### config.mk
export PLATFORM = sky130hd
export DESIGN_NAME = mem_arbiter_flat
export DESIGN_NICKNAME = d
export VERILOG_FILES = /design/src/rtl/mem_arbiter_if.sv /design/src/rtl/mem_arbiter.sv /design/src/flat_wrapper.sv
export SDC_FILE = /design/constraint.sdc
export NUM_CORES = 1
export LEC_CHECK = 0
export CAP_MARGIN = 20
export CORE_ASPECT_RATIO = 0.6
export CORE_MARGIN = 2
export CORE_UTILIZATION = 45
export CTS_CLUSTER_SIZE = 16
export DETAILED_ROUTE_END_ITERATION = 8
export DONT_BUFFER_PORTS = 1
export GPL_TIMING_DRIVEN = 0
export HOLD_SLACK_MARGIN = 0.02
export MAX_ROUTING_LAYER = met4
export REMOVE_ABC_BUFFERS = 1
export SLEW_MARGIN = 10
export SYNTH_ARGS = -nofsm -noshare
export SYNTH_HDL_FRONTEND = slang
export SYNTH_SLANG_ARGS = --single-unit
export TNS_END_PERCENT = 30
### constraint.sdc
create_clock -name clk -period 4.75 [get_ports clk]
set_input_delay 0.95 -clock clk [delete_from_list [all_inputs] [get_ports clk]]
set_output_delay 0.95 -clock clk [all_outputs]
set_load 0.02 [all_outputs]
### src/rtl/mem_arbiter_if.sv
// Bundle of the fetch, data and memory-port signals around mem_arbiter.
// The slave modport is the arbiter's view; master is the core/controller side.
interface mem_arbiter_if;
  logic        iReq;
  logic [31:0] iAddr;
  logic [31:0] iRdData;
  logic        iAck;
  logic        dReq;
  logic        dWr;
  logic [31:0] dAddr;
  logic [31:0] dWtData;
  logic [31:0] dRdData;
  logic        dAck;
  logic        memCe;
  logic        memWr;
  logic [31:0] memAddr;
  logic [31:0] wtData;
  logic [31:0] rdData;
  logic        busy;

  modport slave (
    input  iReq, iAddr, dReq, dWr, dAddr, dWtData, rdData,
    output iRdData, iAck, dRdData, dAck, memCe, memWr, memAddr, wtData, busy
  );

  modport master (
    output iReq, iAddr, dReq, dWr, dAddr, dWtData, rdData,
    input  iRdData, iAck, dRdData, dAck, memCe, memWr, memAddr, wtData, busy
  );
endinterface

### src/rtl/mem_arbiter.sv
// Round-robin arbiter sharing one memory port between instruction fetch and data access,
// with per-region wait states (IO window vs RAM).
module mem_arbiter #(
  parameter int unsigned RAM_WAIT = 1,
  parameter int unsigned IO_WAIT  = 3,
  parameter logic [31:0] IO_BASE  = 32'h7000_0000,
  parameter logic [31:0] IO_LIMIT = 32'h8000_0000
) (
  input logic          clk,
  input logic          rst,
  mem_arbiter_if.slave bus
);

  // Out-of-range wait counts are clamped so the counter always terminates.
  localparam logic [7:0] RamN = (RAM_WAIT == 0) ? 8'd1 :
                                (RAM_WAIT > 255) ? 8'd255 : 8'(RAM_WAIT);
  localparam logic [7:0] IoN  = (IO_WAIT == 0) ? 8'd1 :
                                (IO_WAIT > 255) ? 8'd255 : 8'(IO_WAIT);

  typedef enum logic [1:0] {StIdle, StAccess, StDone} state_e;

  state_e      state_q, state_d;
  logic [7:0]  cnt_q, cnt_d;
  logic        gnt_d_q, gnt_d_d;    // 1 = data requester holds the port
  logic        last_d_q, last_d_d;  // 1 = data was granted most recently
  logic        wr_q, wr_d;
  logic [31:0] addr_q, addr_d;
  logic [31:0] wdata_q, wdata_d;
  logic [31:0] irdata_q, irdata_d;
  logic [31:0] drdata_q, drdata_d;

  logic        pick_d;
  logic [31:0] sel_addr;
  logic        in_io;
  logic        access;

  always_comb begin
    // Data wins unless fetch is also asking and data had the last turn.
    pick_d   = bus.dReq & (~bus.iReq | ~last_d_q);
    sel_addr = pick_d ? bus.dAddr : bus.iAddr;
    in_io    = (sel_addr >= IO_BASE) && (sel_addr < IO_LIMIT);

    state_d  = state_q;
    cnt_d    = cnt_q;
    gnt_d_d  = gnt_d_q;
    last_d_d = last_d_q;
    wr_d     = wr_q;
    addr_d   = addr_q;
    wdata_d  = wdata_q;
    irdata_d = irdata_q;
    drdata_d = drdata_q;

    case (state_q)
      StIdle: begin
        if (bus.iReq | bus.dReq) begin
          gnt_d_d  = pick_d;
          last_d_d = pick_d;
          addr_d   = sel_addr;
          wr_d     = pick_d & bus.dWr;
          wdata_d  = pick_d ? bus.dWtData : 32'h0;
          cnt_d    = in_io ? IoN : RamN;
          state_d  = StAccess;
        end
      end
      StAccess: begin
        cnt_d = cnt_q - 8'd1;
        if (cnt_q == 8'd1) begin
          state_d = StDone;
          if (!wr_q) begin
            if (gnt_d_q) drdata_d = bus.rdData;
            else         irdata_d = bus.rdData;
          end
        end
      end
      StDone:  state_d = StIdle;
      default: state_d = StIdle;
    endcase
  end

  always_ff @(posedge clk or posedge rst) begin
    if (rst) begin
      state_q  <= StIdle;
      cnt_q    <= 8'd0;
      gnt_d_q  <= 1'b0;
      last_d_q <= 1'b0;
      wr_q     <= 1'b0;
      addr_q   <= 32'h0;
      wdata_q  <= 32'h0;
      irdata_q <= 32'h0;
      drdata_q <= 32'h0;
    end else begin
      state_q  <= state_d;
      cnt_q    <= cnt_d;
      gnt_d_q  <= gnt_d_d;
      last_d_q <= last_d_d;
      wr_q     <= wr_d;
      addr_q   <= addr_d;
      wdata_q  <= wdata_d;
      irdata_q <= irdata_d;
      drdata_q <= drdata_d;
    end
  end

  assign access      = (state_q == StAccess);
  assign bus.memCe   = access;
  assign bus.memWr   = access & wr_q;
  assign bus.memAddr = access ? addr_q : 32'h0;
  assign bus.wtData  = access ? wdata_q : 32'h0;
  assign bus.iAck    = (state_q == StDone) & ~gnt_d_q;
  assign bus.dAck    = (state_q == StDone) & gnt_d_q;
  assign bus.busy    = (state_q != StIdle);
  assign bus.iRdData = irdata_q;
  assign bus.dRdData = drdata_q;

endmodule

### src/flat_wrapper.sv
// flat-port wrapper written by rule: the top's interface ports become plain ports
module mem_arbiter_flat 
#(
  parameter int unsigned RAM_WAIT = 1,
  parameter int unsigned IO_WAIT  = 3,
  parameter logic [31:0] IO_BASE  = 32'h7000_0000,
  parameter logic [31:0] IO_LIMIT = 32'h8000_0000
)
  (clk, rst, bus_iReq, bus_iAddr, bus_dReq, bus_dWr, bus_dAddr, bus_dWtData, bus_rdData, bus_iRdData, bus_iAck, bus_dRdData, bus_dAck, bus_memCe, bus_memWr, bus_memAddr, bus_wtData, bus_busy);
  mem_arbiter_if bus_i ();
  input logic clk;
  input logic rst;
  input wire logic [$bits(bus_i.iReq)-1:0] bus_iReq;
  input wire logic [$bits(bus_i.iAddr)-1:0] bus_iAddr;
  input wire logic [$bits(bus_i.dReq)-1:0] bus_dReq;
  input wire logic [$bits(bus_i.dWr)-1:0] bus_dWr;
  input wire logic [$bits(bus_i.dAddr)-1:0] bus_dAddr;
  input wire logic [$bits(bus_i.dWtData)-1:0] bus_dWtData;
  input wire logic [$bits(bus_i.rdData)-1:0] bus_rdData;
  output wire logic [$bits(bus_i.iRdData)-1:0] bus_iRdData;
  output wire logic [$bits(bus_i.iAck)-1:0] bus_iAck;
  output wire logic [$bits(bus_i.dRdData)-1:0] bus_dRdData;
  output wire logic [$bits(bus_i.dAck)-1:0] bus_dAck;
  output wire logic [$bits(bus_i.memCe)-1:0] bus_memCe;
  output wire logic [$bits(bus_i.memWr)-1:0] bus_memWr;
  output wire logic [$bits(bus_i.memAddr)-1:0] bus_memAddr;
  output wire logic [$bits(bus_i.wtData)-1:0] bus_wtData;
  output wire logic [$bits(bus_i.busy)-1:0] bus_busy;
  assign bus_i.iReq = bus_iReq;
  assign bus_i.iAddr = bus_iAddr;
  assign bus_i.dReq = bus_dReq;
  assign bus_i.dWr = bus_dWr;
  assign bus_i.dAddr = bus_dAddr;
  assign bus_i.dWtData = bus_dWtData;
  assign bus_i.rdData = bus_rdData;
  assign bus_iRdData = bus_i.iRdData;
  assign bus_iAck = bus_i.iAck;
  assign bus_dRdData = bus_i.dRdData;
  assign bus_dAck = bus_i.dAck;
  assign bus_memCe = bus_i.memCe;
  assign bus_memWr = bus_i.memWr;
  assign bus_memAddr = bus_i.memAddr;
  assign bus_wtData = bus_i.wtData;
  assign bus_busy = bus_i.busy;
  mem_arbiter #(.RAM_WAIT(RAM_WAIT), .IO_WAIT(IO_WAIT), .IO_BASE(IO_BASE), .IO_LIMIT(IO_LIMIT)) u_core (.clk(clk), .rst(rst), .bus(bus_i));
endmodule
== Word level (Yosys, flattened, before mapping) ==
Index checks and enable logic that the tools add are counted.

* Add/sub/neg operators: 1
* Magnitude comparators: 2
* Eq/ne operators: 5
* Mux-type cells: 10
* Bitwise logic cells: 10
* Reduce and logical (&&, ||, !) cells: 9

{| class="wikitable"
|+ Operator list
! operator !! number
|-
| $mux 32 || 4
|-
| $ge 32x31->1 const B || 1
|-
| $lt 32x32->1 const B || 1
|-
| $pmux 8 s2 || 1
|-
| $eq 8x1->1 const B || 1
|-
| $mux 8 || 1
|-
| $reduce_and 4->1 || 2
|-
| $sub 8x1->8 const B || 1
|-
| $mux 2 || 3
|-
| $reduce_and 2->1 || 3
|-
| $and 1x1->1 || 5
|-
| $pmux 2 s2 || 1
|-
| $reduce_bool 2->1 || 2
|-
| $not 1->1 || 3
|-
| $eq 2x1->1 const B || 1
|-
| $eq 2x2->1 const B || 1
|-
| $logic_not 2->1 || 1
|-
| $ne 2x1->1 const B || 1
|-
| $ne 2x2->1 const B || 1
|-
| $or 1x1->1 || 2
|-
| $logic_and 1x1->1 || 1
|}

* Flip-flop bits (word level): 140
* Bits of input ports: 133
* Output and inout bits: 133
* Word-level logic and storage cells: 45

== Depth between registers and ports, before layout ==
Gate-level depths: netlist of the first run.

* Word-level depth: 9
* Mapped depth: 7
* Gate-level depth less buffers: 5

== Worst setup path before layout of the first run ==
OpenSTA, ideal clock, no wires.

* Path kind: reg-to-output
* Start: register u_core.state_q[1]
* End: output bus_memAddr[22]
* Arrival: 1.434 ns
* Data required time: 3.800 ns
* Slack: 2.366 ns
* Cell stages (with the launch flop): 6
* Buffers on the path: 2
* Path through: dfrtp_1 -> nand2b_1 -> inv_1 -> buf_2 -> clkbuf_1 -> and2_1

* Longest elaborated chain between the ends: 2

{| class="wikitable"
|+ Ends and longest elaborated chain
! what !! line !! text
|-
| from (decl) || mem_arbiter.sv:22 || <nowiki>state_e state_q, state_d;</nowiki>
|-
| from (signal assigned) || mem_arbiter.sv:82 || <nowiki>state_q <= StIdle;</nowiki>
|-
| from (signal assigned) || mem_arbiter.sv:92 || <nowiki>state_q <= state_d;</nowiki>
|-
| $eq 2x1->1 || mem_arbiter.sv:104 || <nowiki>assign access = (state_q == StAccess);</nowiki>
|-
| named net bus_memCe || flat_wrapper.sv:24 || <nowiki>output wire logic [$bits(bus_i.memCe)-1:0] bus_memCe;</nowiki>
|-
| $mux 32 || mem_arbiter.sv:107 || <nowiki>assign bus.memAddr = access ? addr_q : 32'h0;</nowiki>
|-
| to (decl) || flat_wrapper.sv:26 || <nowiki>output wire logic [$bits(bus_i.memAddr)-1:0] bus_memAddr;</nowiki>
|}

The timed path passes the listed nets, and every way through them passes these cells.

== Final worst setup path of the first run ==
* Start: register u_core.state_q[1]
* End: output bus_wtData[30]

* Longest elaborated chain between the ends: 2

{| class="wikitable"
|+ Ends and longest elaborated chain
! what !! line !! text
|-
| $eq 2x1->1 || mem_arbiter.sv:104 ||
|-
| named net bus_memCe || flat_wrapper.sv:24 ||
|-
| $mux 32 || mem_arbiter.sv:108 || <nowiki>assign bus.wtData = access ? wdata_q : 32'h0;</nowiki>
|-
| to (decl) || flat_wrapper.sv:27 || <nowiki>output wire logic [$bits(bus_i.wtData)-1:0] bus_wtData;</nowiki>
|}

The timed path passes the listed nets, and every way through them passes these cells.

==> flow_summary.html, run 1 <==
<table>
<tr><th>Metric</th><th>Value</th></tr>
<tr><th colspan="2">Timing</th></tr>
<tr><td>RSZ-0062 raised after global routing</td><td>false</td></tr>
<tr><td>Period Utilization, post-route</td><td>between 60% and 70%</td></tr>
<tr><td>Worst slew margin</td><td>~45%</td></tr>
<tr><td>Slew at the pin closest to its max-slew limit</td><td>just over 0.8 ns</td></tr>
<tr><td>Hold Violations, Final</td><td>0</td></tr>
<tr><td>Least setup slack across all paths after layout</td><td>between 1.5 and 2 ns</td></tr>
<tr><td>Clock Skews</td><td>~0.013 ns</td></tr>
<tr><td>Min Clock Period, post-route</td><td>a little under 3 ns</td></tr>
<tr><td>Pins over their slew limit</td><td>0</td></tr>
<tr><td>Maximum frequency from static timing analysis</td><td>~340 MHz</td></tr>
<tr><td>Final count of negative-setup-slack endpoints</td><td>0</td></tr>
<tr><th colspan="2">Power</th></tr>
<tr><td>Clk pwr share</td><td>45.6%</td></tr>
<tr><td>Switching share of power</td><td>about a quarter</td></tr>
<tr><td>Switching power</td><td>approximately 0.75 mW</td></tr>
<tr><td>Pwr dens</td><td>around 400 mW/mm2</td></tr>
<tr><td>Share of total power in combinational logic</td><td>~7.3%</td></tr>
<tr><td>Largest voltage drop on the vdd net</td><td>between 0.0002 and 0.00025 V</td></tr>
<tr><td>Reg power frac</td><td>between 40% and 50%</td></tr>
<tr><td>Leakage power total</td><td>between 2 and 3 nW</td></tr>
<tr><td>Internal power consumption</td><td>between 2 and 2.5 mW</td></tr>
<tr><th colspan="2">Worst setup path</th></tr>
<tr><td>Kind of end point of the critical path</td><td>output pin</td></tr>
<tr><td>Reg2Reg Depth</td><td>5</td></tr>
<tr><td>Arrival time worst endpoint</td><td>2.01 ns</td></tr>
<tr><td>CP required</td><td>roughly 3.8 ns</td></tr>
<tr><td>Cells along the critical path</td><td>nand2b_1, inv_2, buf_12, and2_1</td></tr>
<tr><td>Longest individual stage delay on the worst path</td><td>0.41 ns</td></tr>
<tr><td>RR Startpoint</td><td>u_core.state_q[1]</td></tr>
<tr><td>Largest fanout on the critical path</td><td>between 40 and 50</td></tr>
<tr><td>Startpoint type of the worst setup path</td><td>flip-flop</td></tr>
<tr><td>Class of the most critical setup path</td><td>flip-flop to output pin</td></tr>
<tr><td>Critical Path Slowest Stage Cell</td><td>sky130_fd_sc_hd__inv_2</td></tr>
<tr><td>Worst setup path startpoint</td><td>u_core.state_q[1]</td></tr>
<tr><th colspan="2">Drt</th></tr>
<tr><td>Detailed-route via count</td><td>between 3000 and 4000</td></tr>
<tr><td>Detailed-route DRC error count</td><td>0</td></tr>
<tr><td>Detailed-route wire length per cell</td><td>about 21 um</td></tr>
<tr><td>Number of vias per cell</td><td>5.66</td></tr>
<tr><td>TritonRoute pass-1 iters</td><td>4</td></tr>
<tr><td>Post-detailed-routing wire length</td><td>13.8 mm</td></tr>
<tr><td>Final antenna-violating net count</td><td>0</td></tr>
<tr><td>Violation count after the first detailed-route iteration</td><td>228</td></tr>
<tr><th colspan="2">Global routing</th></tr>
<tr><td>Number of global-route vias before repair</td><td>between 3000 and 4000</td></tr>
<tr><td>Total routing usage reported by global routing</td><td>just under 20%</td></tr>
<tr><td>Largest net degree at the start of global routing</td><td>between 90 and 100</td></tr>
<tr><td>Initial antenna violation count</td><td>0</td></tr>
<tr><td>Wire length of the first global-routing pass</td><td>21.3 mm</td></tr>
<tr><td>Total congestion overflow after global routing</td><td>0</td></tr>
<tr><th colspan="2">Die</th></tr>
<tr><td>Die H</td><td>about 94 um</td></tr>
<tr><td>Initial standard-cell utilization of the core</td><td>46.9%</td></tr>
<tr><td>Number of top-level pins</td><td>approximately 270</td></tr>
<tr><td>Floorplan core area</td><td>0.0131 mm2</td></tr>
<tr><td>X dimension of the die</td><td>roughly 150 um</td></tr>
<tr><td>Row count</td><td>32</td></tr>
<tr><td>Die area</td><td>0.0146 mm2</td></tr>
<tr><th colspan="2">Worst hold path</th></tr>
<tr><td>Type of the most critical hold path</td><td>input port to async pin</td></tr>
<tr><th colspan="2">Clocking</th></tr>
<tr><td>TritonCTS clock tree</td><td>built</td></tr>
<tr><td>Clock network latency to the later pin of the worst-skew pair</td><td>0.41 ns</td></tr>
<tr><td>H-tree lvl count</td><td>4</td></tr>
<tr><td>Clock-pin slew reported for the worst setup and hold paths after clock tree synthesis</td><td>about 0.070 ns</td></tr>
<tr><td>Number of buffers inserted for hold repair after clock tree synthesis</td><td>0</td></tr>
<tr><td>Setup fix buffers added after clock tree synthesis</td><td>0</td></tr>
<tr><td>CTS-repair resized insts</td><td>0</td></tr>
<tr><td>Number of sinks driven by the clock tree</td><td>140</td></tr>
<tr><td>Number of buffers inserted during clock tree synthesis</td><td>17</td></tr>
<tr><td>Clock Root Buffer</td><td>sky130_fd_sc_hd__clkbuf_16</td></tr>
<tr><td>Maximum number of buffers from clock root to sink</td><td>2</td></tr>
<tr><th colspan="2">Job</th></tr>
<tr><td>Count of maximum capacitance violations</td><td>0</td></tr>
<tr><th colspan="2">Synthesis</th></tr>
<tr><td>Gate Count Post-Synth</td><td>489</td></tr>
<tr><td>Register area share after synthesis</td><td>57.2%</td></tr>
<tr><td>Average cell area after synthesis</td><td>between 10 and 15 um2</td></tr>
<tr><td>Share of Yosys cell area claimed by the top area cell type</td><td>between 50% and 60%</td></tr>
<tr><td>Synthesis warning total</td><td>0</td></tr>
<tr><td>Mapped cell area</td><td>slightly above 0.006 mm2</td></tr>
<tr><td>Number of flops mapped to enable cells by yosys</td><td>0</td></tr>
<tr><td>Flip-flop cell with the highest count after synthesis</td><td>sky130_fd_sc_hd__dfrtp_1</td></tr>
<tr><td>Synth async-reset ratio</td><td>100%</td></tr>
<tr><td>Synth cell types</td><td>32</td></tr>
<tr><td>Synth Register Bits</td><td>140</td></tr>
<tr><td>Leading area contributor after synthesis</td><td>sky130_fd_sc_hd__dfrtp_1</td></tr>
<tr><td>Biggest area contributors in the synthesized netlist</td><td>sky130_fd_sc_hd__dfrtp_1 57%, sky130_fd_sc_hd__mux2_2 11%, sky130_fd_sc_hd__and2_1 6.7%, sky130_fd_sc_hd__mux2i_1 6.0%, sky130_fd_sc_hd__o21ai_0 5.8%</td></tr>
<tr><th colspan="2">Finish</th></tr>
<tr><td>Commonest non-fill, non-tap cell in the layout</td><td>sky130_fd_sc_hd__dfrtp_1</td></tr>
<tr><td>Most used cells in the layout excluding fill and tap cells</td><td>140 x sky130_fd_sc_hd__dfrtp_1, 71 x sky130_fd_sc_hd__o21ai_0, 66 x sky130_fd_sc_hd__and2_1, 61 x sky130_fd_sc_hd__mux2_2, 37 x sky130_fd_sc_hd__mux2i_1</td></tr>
<tr><td>Total area of multi-input combinational cells</td><td>about 0.0024 mm2</td></tr>
<tr><td>Number of nets in the finished design</td><td>610</td></tr>
<tr><td>Fill cells</td><td>approximately 1100</td></tr>
<tr><td>Layout cells sized above 1</td><td>22.5%</td></tr>
<tr><td>Sequential cell area in the final layout</td><td>between 0.003 and 0.004 mm2</td></tr>
<tr><td>Layout Utilization</td><td>between 50% and 60%</td></tr>
<tr><td>Area Overhead vs Synth</td><td>12.6%</td></tr>
<tr><td>Diode insertion count for antenna repair</td><td>0</td></tr>
<tr><th colspan="2">Placement</th></tr>
<tr><td>Input/output buffers</td><td>0</td></tr>
<tr><td>HPWL after detailed placement</td><td>9.38 mm</td></tr>
<tr><td>DP Worst Slack</td><td>about 2.1 ns</td></tr>
<tr><td>GPL Wtd Cong</td><td>0.747</td></tr>
<tr><th colspan="2">Run status</th></tr>
<tr><td>Result of the run</td><td>complete, no violations</td></tr>
</table>
## power by group through the flow
stage	clock (mW)	combinational [mW]	sequential, mW
floorplan	0	0.179	1.34
global placement	0	0.205	1.35
detailed placement	0	0.211	1.35
CTS	1.32	0.210	1.33
global route	1.37	0.225	1.34
finish	1.29	0.206	1.33
## worst paths after layout
check,end,slack [ns]
min in group clk,u_core.cnt_q[7],0.49
min reg2reg,u_core.cnt_q[7],0.49
max reg2reg,u_core.bus.dRdData[6],2.36
max in group asynchronous,u_core.wdata_q[28],3.53
max,bus_wtData[30],1.79
min,u_core.bus.dRdData[8],0.43
## sequential cells by signal (all words and copies together) (netlist names)
| name | count |
|---|---|
| u_core.addr_q | 32 |
| u_core.bus.dRdData | 32 |
| u_core.bus.iRdData | 32 |
| u_core.cnt_q | 8 |
| u_core.gnt_d_q | 1 |
| u_core.state_q | 2 |
| u_core.wdata_q | 32 |
| u_core.wr_q | 1 |
## synthesized netlist by cell type, drive strengths merged (4+ instances only)
| cell type | instances |
|---|---|
| dfrtp | 140 |
| o21ai | 71 |
| and2 | 66 |
| mux2 | 65 |
| mux2i | 37 |
| a22o | 33 |
| clkbuf | 20 |
| buf | 19 |
| inv | 4 |
| nor2 | 4 |
## cell families (layout without fill, tap and decap cells)
family | Yosys count | after routing | share of synthesized area [%]
buf+inv | 43 | 42 | 3.33
mux | 102 | 102 | 18.0
flops | 140 | 140 | 57.2
simple gates | 92 | 92 | 9.82
compound gates | 110 | 110 | 11.3
fa+ha+maj | 2 | 2 | 0.408
## per-layer routing
| layer | track usage, % | vias to the layer above | wire, um |
|---|---|---|---|
| met5 | - | - | 0 |
| met4 | 6.33 | 0 | 209 |
| met3 | 6.24 | 16 | 911 |
| met2 | 29.7 | 144 | 6610 |
| met1 | 25.0 | 1871 | 6080 |
| li1 | - | 1695 | - |
## metrics by stage
stage               area [um2]  instances  hold WS, ns  setup TNS (ns)  power (mW)
floorplan                 5940        450        0.461          -55.75        1.52
global placement          6150        620        0.480         -302.76        1.56
detailed placement        6320        626        0.483               0        1.56
CTS                       6900        658        0.434               0        2.86
global route              6900        658        0.451               0        2.94
finish                    6900        658        0.431               0        2.83
## critical path, delay by kind of cell, from the launching register on
kind | cells | cell delay (ns)
buffers and inverters | 2 | 0.68
flip-flops | 1 | 0.40
AND/OR/NAND/NOR | 2 | 0.50
## area by class of cell
class	instances	area share (%)
well taps	170	3.08
repair buffers	6	2.07
inverters	4	0.290
clock inverters	15	2.18
multi-input cells	306	35.4
flip-flops and latches	140	50.8
clock buffers	17	6.17
Power figures use the tool's default switching activity.
==> run 2: changes to the inputs <==
==> constraint.sdc (replaced) <==
create_clock -name clk -period 2.6 [get_ports clk]
set_input_delay 0.52 -clock clk [delete_from_list [all_inputs] [get_ports clk]]
set_output_delay 0.52 -clock clk [all_outputs]
set_load 0.02 [all_outputs]
==> run 2 against run 1 <==
Compared with the run above:
- critical path depth stayed put
- flip-flop and latch count unchanged
- total power grew 83%
- global-route usage about the same
- via count is 0.35% higher
- worst setup slack got worse by 1.6 ns
- combinational power is 83% higher
- wire length about the same
- clock-buffer cell count unchanged
- clock skew hardly changed
- register-to-register slack got worse by 2.1 ns
- critical path type unchanged
- critical endpoint unchanged
- largest cell class unchanged
- largest power group unchanged
==> flow_summary.html, run 2 (synthesis results as in run 1) <==
<table>
<tr><th>Metric</th><th>Value</th></tr>
<tr><th colspan="2">Job</th></tr>
<tr><td>Count of maximum capacitance violations</td><td>0 (unchanged)</td></tr>
<tr><th colspan="2">Power</th></tr>
<tr><td>Switching power</td><td>1.37 mW (+83%)</td></tr>
<tr><td>Pwr dens</td><td>747 mW/mm2 (+82%)</td></tr>
<tr><td>Overall power</td><td>5.16 mW (+83%)</td></tr>
<tr><td>Internal power consumption</td><td>3.79 mW (+83%)</td></tr>
<tr><td>Switching share of power</td><td>26.6% (about the same)</td></tr>
<tr><td>Leakage power total</td><td>2.99 nW (+0.17%)</td></tr>
<tr><td>Share of total power in combinational logic</td><td>7.3% (about the same)</td></tr>
<tr><td>Reg power frac</td><td>47.1% (about the same)</td></tr>
<tr><td>Largest voltage drop on the vdd net</td><td>0.000414 V (+83%)</td></tr>
<tr><td>Clk pwr share</td><td>45.6% (about the same)</td></tr>
<tr><th colspan="2">Worst setup path</th></tr>
<tr><td>Reg2Reg Depth</td><td>4 (-1)</td></tr>
<tr><td>Cells along the critical path</td><td>nand2b_1, inv_4, buf_12, and2_1</td></tr>
<tr><td>Arrival time worst endpoint</td><td>1.88 ns (-0.13 ns)</td></tr>
<tr><td>RR Startpoint</td><td>u_core.state_q[0]</td></tr>
<tr><td>Longest individual stage delay on the worst path</td><td>0.40 ns (about the same)</td></tr>
<tr><td>Largest fanout on the critical path</td><td>43 (unchanged)</td></tr>
<tr><td>Critical Path Slowest Stage Cell</td><td>sky130_fd_sc_hd__dfrtp_1</td></tr>
<tr><td>Internal reg-to-reg setup slack</td><td>0.30 ns (-2.06 ns)</td></tr>
<tr><td>End of the worst register-to-register path</td><td>u_core.wdata_q[11]</td></tr>
<tr><td>Kind of end point of the critical path</td><td>output pin</td></tr>
<tr><td>Class of the most critical setup path</td><td>flip-flop to output pin</td></tr>
<tr><td>CP required</td><td>2.08 ns (-1.72 ns)</td></tr>
<tr><td>Startpoint type of the worst setup path</td><td>flip-flop</td></tr>
<tr><th colspan="2">Die</th></tr>
<tr><td>Die H</td><td>94.4 um (unchanged)</td></tr>
<tr><td>Initial standard-cell utilization of the core</td><td>46.9% (unchanged)</td></tr>
<tr><td>Floorplan core area</td><td>0.0131 mm2 (unchanged)</td></tr>
<tr><td>Row count</td><td>32 (unchanged)</td></tr>
<tr><td>Number of top-level pins</td><td>266 (unchanged)</td></tr>
<tr><td>X dimension of the die</td><td>155 um (unchanged)</td></tr>
<tr><td>Die area</td><td>0.0146 mm2 (unchanged)</td></tr>
<tr><th colspan="2">Timing</th></tr>
<tr><td>Final Hold Slack</td><td>0.237 ns (-0.195 ns)</td></tr>
<tr><td>Period Utilization, post-route</td><td>just over 90%</td></tr>
<tr><td>Hold Violations, Final</td><td>0 (unchanged)</td></tr>
<tr><td>Worst slew margin</td><td>45.4% (+0.28 points)</td></tr>
<tr><td>Clock Skews</td><td>0.0133 ns (+0.00000350 ns)</td></tr>
<tr><td>Pins over their slew limit</td><td>0 (unchanged)</td></tr>
<tr><td>Min Clock Period, post-route</td><td>roughly 2.4 ns</td></tr>
<tr><td>Maximum frequency from static timing analysis</td><td>between 400 and 500 MHz</td></tr>
<tr><td>RSZ-0062 raised after global routing</td><td>false</td></tr>
<tr><td>Final count of negative-setup-slack endpoints</td><td>0 (unchanged)</td></tr>
<tr><td>Slew at the pin closest to its max-slew limit</td><td>0.820 ns (-0.00425 ns)</td></tr>
<tr><td>Least setup slack across all paths after layout</td><td>0.198 ns (-1.60 ns)</td></tr>
<tr><th colspan="2">Worst hold path</th></tr>
<tr><td>Worst hold stages</td><td>1</td></tr>
<tr><td>Worst Hold Endpoint</td><td>u_core.wdata_q[26]</td></tr>
<tr><td>Hold path startpoint</td><td>bus_dWtData[26]</td></tr>
<tr><td>Type of the most critical hold path</td><td>input port to flip-flop</td></tr>
<tr><th colspan="2">Global routing</th></tr>
<tr><td>Number of global-route vias before repair</td><td>3918 (+0.15%)</td></tr>
<tr><td>Largest net degree at the start of global routing</td><td>91 (unchanged)</td></tr>
<tr><td>Wire length of the first global-routing pass</td><td>21.3 mm (+0.16%)</td></tr>
<tr><td>Initial antenna violation count</td><td>0 (unchanged)</td></tr>
<tr><td>Total routing usage reported by global routing</td><td>19.5% (+0.032 points)</td></tr>
<tr><td>Total congestion overflow after global routing</td><td>0 (unchanged)</td></tr>
<tr><th colspan="2">Drt</th></tr>
<tr><td>Final antenna-violating net count</td><td>0 (unchanged)</td></tr>
<tr><td>Detailed-route wire length per cell</td><td>21.0 um (-0.13%)</td></tr>
<tr><td>Detailed-route DRC error count</td><td>0 (unchanged)</td></tr>
<tr><td>Violation count after the first detailed-route iteration</td><td>212 (-7.0%)</td></tr>
<tr><td>Post-detailed-routing wire length</td><td>13.8 mm (about the same)</td></tr>
<tr><td>Number of vias per cell</td><td>5.67 (+0.20%)</td></tr>
<tr><td>Detailed-route via count</td><td>3739 (+0.35%)</td></tr>
<tr><td>TritonRoute pass-1 iters</td><td>4 (unchanged)</td></tr>
<tr><th colspan="2">Clocking</th></tr>
<tr><td>Clock network latency to the later pin of the worst-skew pair</td><td>0.41 ns (about the same)</td></tr>
<tr><td>Setup fix buffers added after clock tree synthesis</td><td>0 (unchanged)</td></tr>
<tr><td>Number of sinks driven by the clock tree</td><td>140 (unchanged)</td></tr>
<tr><td>Clock-pin slew reported for the worst setup and hold paths after clock tree synthesis</td><td>0.07 ns (about the same)</td></tr>
<tr><td>Clock Root Buffer</td><td>sky130_fd_sc_hd__clkbuf_16</td></tr>
<tr><td>H-tree lvl count</td><td>4 (unchanged)</td></tr>
<tr><td>TritonCTS clock tree</td><td>built</td></tr>
<tr><td>Maximum number of buffers from clock root to sink</td><td>2 (unchanged)</td></tr>
<tr><td>Number of buffers inserted during clock tree synthesis</td><td>17 (unchanged)</td></tr>
<tr><th colspan="2">Placement</th></tr>
<tr><td>Input/output buffers</td><td>0 (unchanged)</td></tr>
<tr><td>Placed cell count</td><td>626 (unchanged)</td></tr>
<tr><td>GPL Wtd Cong</td><td>0.747 (unchanged)</td></tr>
<tr><td>HPWL after detailed placement</td><td>9.38 mm (unchanged)</td></tr>
<tr><td>DP Worst Slack</td><td>0.156 ns (-1.95 ns)</td></tr>
<tr><th colspan="2">Finish</th></tr>
<tr><td>Number of nets in the finished design</td><td>611 (+0.16%)</td></tr>
<tr><td>Post-Layout Cell Count</td><td>659 (+0.15%)</td></tr>
<tr><td>Most used cells in the layout excluding fill and tap cells</td><td>140 x sky130_fd_sc_hd__dfrtp_1, 71 x sky130_fd_sc_hd__o21ai_0, 66 x sky130_fd_sc_hd__and2_1, 61 x sky130_fd_sc_hd__mux2_2, 37 x sky130_fd_sc_hd__mux2i_1</td></tr>
<tr><td>Layout cells sized above 1</td><td>22.5% (-0.046 points)</td></tr>
<tr><td>Diode insertion count for antenna repair</td><td>0 (unchanged)</td></tr>
<tr><td>Layout Utilization</td><td>53.0% (+0.096 points)</td></tr>
<tr><td>Area Overhead vs Synth</td><td>12.8%</td></tr>
<tr><td>Commonest non-fill, non-tap cell in the layout</td><td>sky130_fd_sc_hd__dfrtp_1</td></tr>
<tr><th colspan="2">Run status</th></tr>
<tr><td>Result of the run</td><td>complete, no violations</td></tr>
</table>
run 2: metal layers:
metal  GRT usage [%]  vias to the layer above  part of all wire [%]
met5               -                        -                     0
met4            6.33                        0                   1.5
met3            6.24                       16                   6.8
met2            29.8                      148                    48
met1            25.1                     1878                    44
li1                -                     1697                     -
run 2: cell type report:
cell class	instances	area (um2)
repair buffers	7	153
inverters	4	22.5
fillers	1125	6140
flip-flops and latches	140	3500
well taps	170	213
clock buffers	17	425
clock inverters	15	150
multi-input cells	306	2450
run 2: per-stage QoR:
stage / area (um2) / TNS, ns
6_report: 6910 / 0
5_1_grt: 6910 / 0
4_1_cts: 6910 / 0
3_5_place_dp: 6320 / 0
3_3_place_gp: 6150 / -785.63
2_1_floorplan: 5940 / -422.97
run 2: worst max path at each step:
stage	startpoint	to	slack (ns)
after global routing	u_core.state_q[1]	bus_wtData[2]	0.07
after detailed placement	u_core.state_q[1]	u_core.bus.dRdData[6]	0.16
final	u_core.state_q[1]	bus_wtData[30]	0.20
after floorplan	bus_dReq	u_core.wdata_q[0]	-3.05
after global placement	bus_dReq	u_core.wdata_q[15]	-4.43
after CTS	u_core.state_q[1]	bus_wtData[30]	0.05
run 2: timing repair:
item                                    in CTS  in global routing
resized for setup                            0                  2
endpoints found under the hold margin       50                  0
hold buffers                                 1                  0
endpoints found under the setup margin       0                 42
run 2: power by group through the flow:
stage / Combinational [mW] / Clock [mW] / Sequential, mW
final: 0.378 / 2.35 / 2.43
after global routing: 0.414 / 2.51 / 2.45
after CTS: 0.386 / 2.41 / 2.43
after detailed placement: 0.385 / 0 / 2.47
after global placement: 0.375 / 0 / 2.47
after floorplan: 0.327 / 0 / 2.44
run 2: worst max-delay path, delay by kind of cell (launching register included):
family,cells,cell delay [ns]
buffers and inverters,2,0.52
DFF,1,0.40
and+or+nand+nor,2,0.53
==> run 3: changes to the inputs <==
--- a/config.mk
+++ b/config.mk
@@ -6,9 +6,10 @@
 export NUM_CORES = 1
 export LEC_CHECK = 0
 export CAP_MARGIN = 20
-export CORE_ASPECT_RATIO = 0.6
+export CORE_ASPECT_RATIO = 1.5
 export CORE_MARGIN = 2
 export CORE_UTILIZATION = 45
+export CTS_CLUSTER_DIAMETER = 80
 export CTS_CLUSTER_SIZE = 16
 export DETAILED_ROUTE_END_ITERATION = 8
 export DONT_BUFFER_PORTS = 1
==> run 3 against run 2 <==
Compared with the run above:
- clock skew is 0.0027 ns lower
- fmax fell by 2.0%
- cell count down 1.4%
- clock power increased by 3%
- critical path type unchanged
- highest routed layer unchanged
==> flow_summary.html, run 3 (synthesis results as in run 1) <==
<table>
<tr><th>Metric</th><th>Value</th></tr>
<tr><th colspan="2">Worst setup path</th></tr>
<tr><td>Startpoint type of the worst setup path</td><td>flip-flop</td></tr>
<tr><td>Largest fanout on the critical path</td><td>56 (+30%)</td></tr>
<tr><td>Internal reg-to-reg setup slack</td><td>0.25 ns (-0.05 ns)</td></tr>
<tr><td>Arrival time worst endpoint</td><td>1.93 ns (+0.05 ns)</td></tr>
<tr><td>Reg2Reg Depth</td><td>4 (unchanged)</td></tr>
<tr><td>CP required</td><td>2.08 ns (about the same)</td></tr>
<tr><td>End of the worst register-to-register path</td><td>u_core.wdata_q[27]</td></tr>
<tr><td>Class of the most critical setup path</td><td>flip-flop to output pin</td></tr>
<tr><td>Kind of end point of the critical path</td><td>output pin</td></tr>
<tr><td>RR Startpoint</td><td>u_core.state_q[0]</td></tr>
<tr><th colspan="2">Clocking</th></tr>
<tr><td>Clock-pin slew reported for the worst setup and hold paths after clock tree synthesis</td><td>0.06 ns (about the same)</td></tr>
<tr><td>H-tree lvl count</td><td>4 (unchanged)</td></tr>
<tr><td>Clock Root Buffer</td><td>sky130_fd_sc_hd__clkbuf_16</td></tr>
<tr><td>Clock network latency to the later pin of the worst-skew pair</td><td>0.41 ns (about the same)</td></tr>
<tr><td>Number of buffers inserted for hold repair after clock tree synthesis</td><td>0 (-1)</td></tr>
<tr><td>Number of sinks driven by the clock tree</td><td>140 (unchanged)</td></tr>
<tr><td>TritonCTS clock tree</td><td>built</td></tr>
<tr><td>Number of buffers inserted during clock tree synthesis</td><td>17 (unchanged)</td></tr>
<tr><td>Maximum number of buffers from clock root to sink</td><td>2 (unchanged)</td></tr>
<tr><td>CTS-repair resized insts</td><td>0 (unchanged)</td></tr>
<tr><td>Setup fix buffers added after clock tree synthesis</td><td>0 (unchanged)</td></tr>
<tr><th colspan="2">Timing</th></tr>
<tr><td>Total Negative Setup Slacks</td><td>0 ns (unchanged)</td></tr>
<tr><td>Maximum frequency from static timing analysis</td><td>408 MHz (-2.0%)</td></tr>
<tr><td>Clock Skews</td><td>0.0106 ns (-0.00273 ns)</td></tr>
<tr><td>Min Clock Period, post-route</td><td>2.45 ns (+0.0480 ns)</td></tr>
<tr><td>Pins over their slew limit</td><td>0 (unchanged)</td></tr>
<tr><td>Hold Violations, Final</td><td>0 (unchanged)</td></tr>
<tr><td>Slew at the pin closest to its max-slew limit</td><td>0.816 ns (-0.00379 ns)</td></tr>
<tr><td>RSZ-0062 raised after global routing</td><td>false</td></tr>
<tr><td>Final count of negative-setup-slack endpoints</td><td>0 (unchanged)</td></tr>
<tr><td>Worst slew margin</td><td>45.5% (+0.12 points)</td></tr>
<tr><td>Period Utilization, post-route</td><td>94.2% (+1.8 points)</td></tr>
<tr><th colspan="2">Finish</th></tr>
<tr><td>Area Overhead vs Synth</td><td>12.9%</td></tr>
<tr><td>Number of nets in the finished design</td><td>610 (-0.16%)</td></tr>
<tr><td>Most used cells in the layout excluding fill and tap cells</td><td>140 x sky130_fd_sc_hd__dfrtp_1, 71 x sky130_fd_sc_hd__o21ai_0, 66 x sky130_fd_sc_hd__and2_1, 61 x sky130_fd_sc_hd__mux2_2, 37 x sky130_fd_sc_hd__mux2i_1</td></tr>
<tr><td>Layout Utilization</td><td>51.6% (-1.3 points)</td></tr>
<tr><td>Fill cells</td><td>1155 (+2.7%)</td></tr>
<tr><td>Commonest non-fill, non-tap cell in the layout</td><td>sky130_fd_sc_hd__dfrtp_1</td></tr>
<tr><td>Finished Cell Area</td><td>0.00692 mm2 (+0.11%)</td></tr>
<tr><td>Post-Layout Cell Count</td><td>650 (-1.4%)</td></tr>
<tr><td>Layout cells sized above 1</td><td>22.5% (+0.046 points)</td></tr>
<tr><td>Total area of multi-input combinational cells</td><td>0.00245 mm2 (unchanged)</td></tr>
<tr><td>Sequential cell area in the final layout</td><td>0.00350 mm2 (unchanged)</td></tr>
<tr><td>Diode insertion count for antenna repair</td><td>0 (unchanged)</td></tr>
<tr><th colspan="2">Placement</th></tr>
<tr><td>Total placed instance area</td><td>0.00632 mm2 (about the same)</td></tr>
<tr><td>GPL Wtd Cong</td><td>0.804 (+7.7%)</td></tr>
<tr><td>HPWL after detailed placement</td><td>9.54 mm (+1.6%)</td></tr>
<tr><td>Input/output buffers</td><td>0 (unchanged)</td></tr>
<tr><td>Placed cell count</td><td>618 (-1.3%)</td></tr>
<tr><th colspan="2">Die</th></tr>
<tr><td>Initial standard-cell utilization of the core</td><td>45.7% (-1.2 points)</td></tr>
<tr><td>Die H</td><td>147 um (+56%)</td></tr>
<tr><td>X dimension of the die</td><td>99.3 um (-36%)</td></tr>
<tr><td>Floorplan core area</td><td>0.0134 mm2 (+2.7%)</td></tr>
<tr><td>Die area</td><td>0.0146 mm2 (about the same)</td></tr>
<tr><td>Row count</td><td>52 (+63%)</td></tr>
<tr><td>Number of top-level pins</td><td>266 (unchanged)</td></tr>
<tr><th colspan="2">Global routing</th></tr>
<tr><td>Total congestion overflow after global routing</td><td>0 (unchanged)</td></tr>
<tr><td>Met3 track demand over resource</td><td>7.33% (+1.1 points)</td></tr>
<tr><td>Wire length of the first global-routing pass</td><td>21.4 mm (+0.58%)</td></tr>
<tr><td>Global-route layer with the greatest usage</td><td>met2</td></tr>
<tr><td>Largest net degree at the start of global routing</td><td>78 (-14%)</td></tr>
<tr><td>Total routing usage reported by global routing</td><td>19.3% (-0.20 points)</td></tr>
<tr><td>Number of global-route vias before repair</td><td>4126 (+5.3%)</td></tr>
<tr><td>Met2 capacity usage during global routing</td><td>31.6% (+1.8 points)</td></tr>
<tr><td>Global routing met1 resource utilization</td><td>21.6% (-3.4 points)</td></tr>
<tr><td>Initial antenna violation count</td><td>0 (unchanged)</td></tr>
<tr><th colspan="2">Power</th></tr>
<tr><td>Switching share of power</td><td>25.5% (-1.1 points)</td></tr>
<tr><td>Share of total power in combinational logic</td><td>7.2% (about the same)</td></tr>
<tr><td>Largest voltage drop on the vdd net</td><td>0.000515 V (+24%)</td></tr>
<tr><td>Switching power</td><td>1.33 mW (-2.9%)</td></tr>
<tr><td>Pwr dens</td><td>756 mW/mm2 (+1.2%)</td></tr>
<tr><td>Reg power frac</td><td>46.5% (-0.6 points)</td></tr>
<tr><td>Clk pwr share</td><td>46.3% (+0.7 points)</td></tr>
<tr><td>Internal power consumption</td><td>3.90 mW (+2.9%)</td></tr>
<tr><td>Leakage power total</td><td>3.00 nW (+0.14%)</td></tr>
<tr><th colspan="2">Drt</th></tr>
<tr><td>TritonRoute pass-1 iters</td><td>4 (unchanged)</td></tr>
<tr><td>Violation count after the first detailed-route iteration</td><td>169 (-20%)</td></tr>
<tr><td>Detailed-route via count</td><td>3802 (+1.7%)</td></tr>
<tr><td>Final antenna-violating net count</td><td>0 (unchanged)</td></tr>
<tr><td>Detailed-route DRC error count</td><td>0 (unchanged)</td></tr>
<tr><td>Number of vias per cell</td><td>5.85 (+3.1%)</td></tr>
<tr><td>Detailed-route wire length per cell</td><td>21.1 um (+0.90%)</td></tr>
<tr><td>Post-detailed-routing wire length</td><td>13.7 mm (-0.48%)</td></tr>
<tr><th colspan="2">Run status</th></tr>
<tr><td>Result of the run</td><td>complete, no violations</td></tr>
<tr><th colspan="2">Worst hold path</th></tr>
<tr><td>Type of the most critical hold path</td><td>input port to async pin</td></tr>
<tr><th colspan="2">Job</th></tr>
<tr><td>Count of maximum capacitance violations</td><td>0 (unchanged)</td></tr>
</table>
run 3: area by class of cell:
type	instances	area share [%]
Clock buffer	18	6.35
Clock inverter	14	2.30
Inverter	4	0.289
Multi-Input combinational cell	306	35.3
Sequential cell	140	50.6
Tap cell	162	2.93
Timing Repair Buffer	6	2.17
run 3: routing by layer:
| layer | vias to the layer above | routed length, um |
|---|---|---|
| li1 | 1702 | - |
| met5 | - | 0 |
| met2 | 193 | 7010 |
| met1 | 1893 | 5100 |
| met4 | 0 | 199 |
| met3 | 14 | 1430 |
run 3: power groups by stage:
stage | Combinational (mW) | Clock [mW] | Sequential (mW)
CTS | 0.385 | 2.47 | 2.43
global route | 0.417 | 2.57 | 2.44
global placement | 0.375 | 0 | 2.47
detailed placement | 0.384 | 0 | 2.47
floorplan | 0.327 | 0 | 2.44
finish | 0.377 | 2.42 | 2.43
run 3: per-stage QoR:
| stage | hold slack (ns) | power, mW | worst slack (ns) |
|---|---|---|---|
| floorplan | 0.461 | 2.77 | -3.05 |
| finish | 0.0321 | 5.23 | 0.151 |
| CTS | 0.0517 | 5.29 | 0.117 |
| global placement | 0.478 | 2.84 | -4.46 |
| detailed placement | 0.483 | 2.85 | 0.224 |
| global route | 0.0803 | 5.43 | 0.0393 |
run 3: worst max path at each step:
stage                      startpoint            endpoint  slack (ns)  cells after the start
finish              u_core.state_q[1]      bus_wtData[20]        0.15                      4
global route        u_core.state_q[1]     bus_memAddr[16]        0.04                      4
CTS                 u_core.state_q[1]      bus_wtData[25]        0.12                      4
detailed placement  u_core.state_q[0]  u_core.wdata_q[27]        0.22                      4
global placement             bus_dReq   u_core.wdata_q[1]       -4.46                      3
floorplan                    bus_dReq   u_core.wdata_q[0]       -3.05                      3
run 3: critical path, stage by stage (launching register included):
cell,delay (ns)
sky130_fd_sc_hd__dfrtp_1,0.40
sky130_fd_sc_hd__nand2b_1,0.22
sky130_fd_sc_hd__inv_2,0.30
sky130_fd_sc_hd__buf_12,0.26
sky130_fd_sc_hd__and2_1,0.30
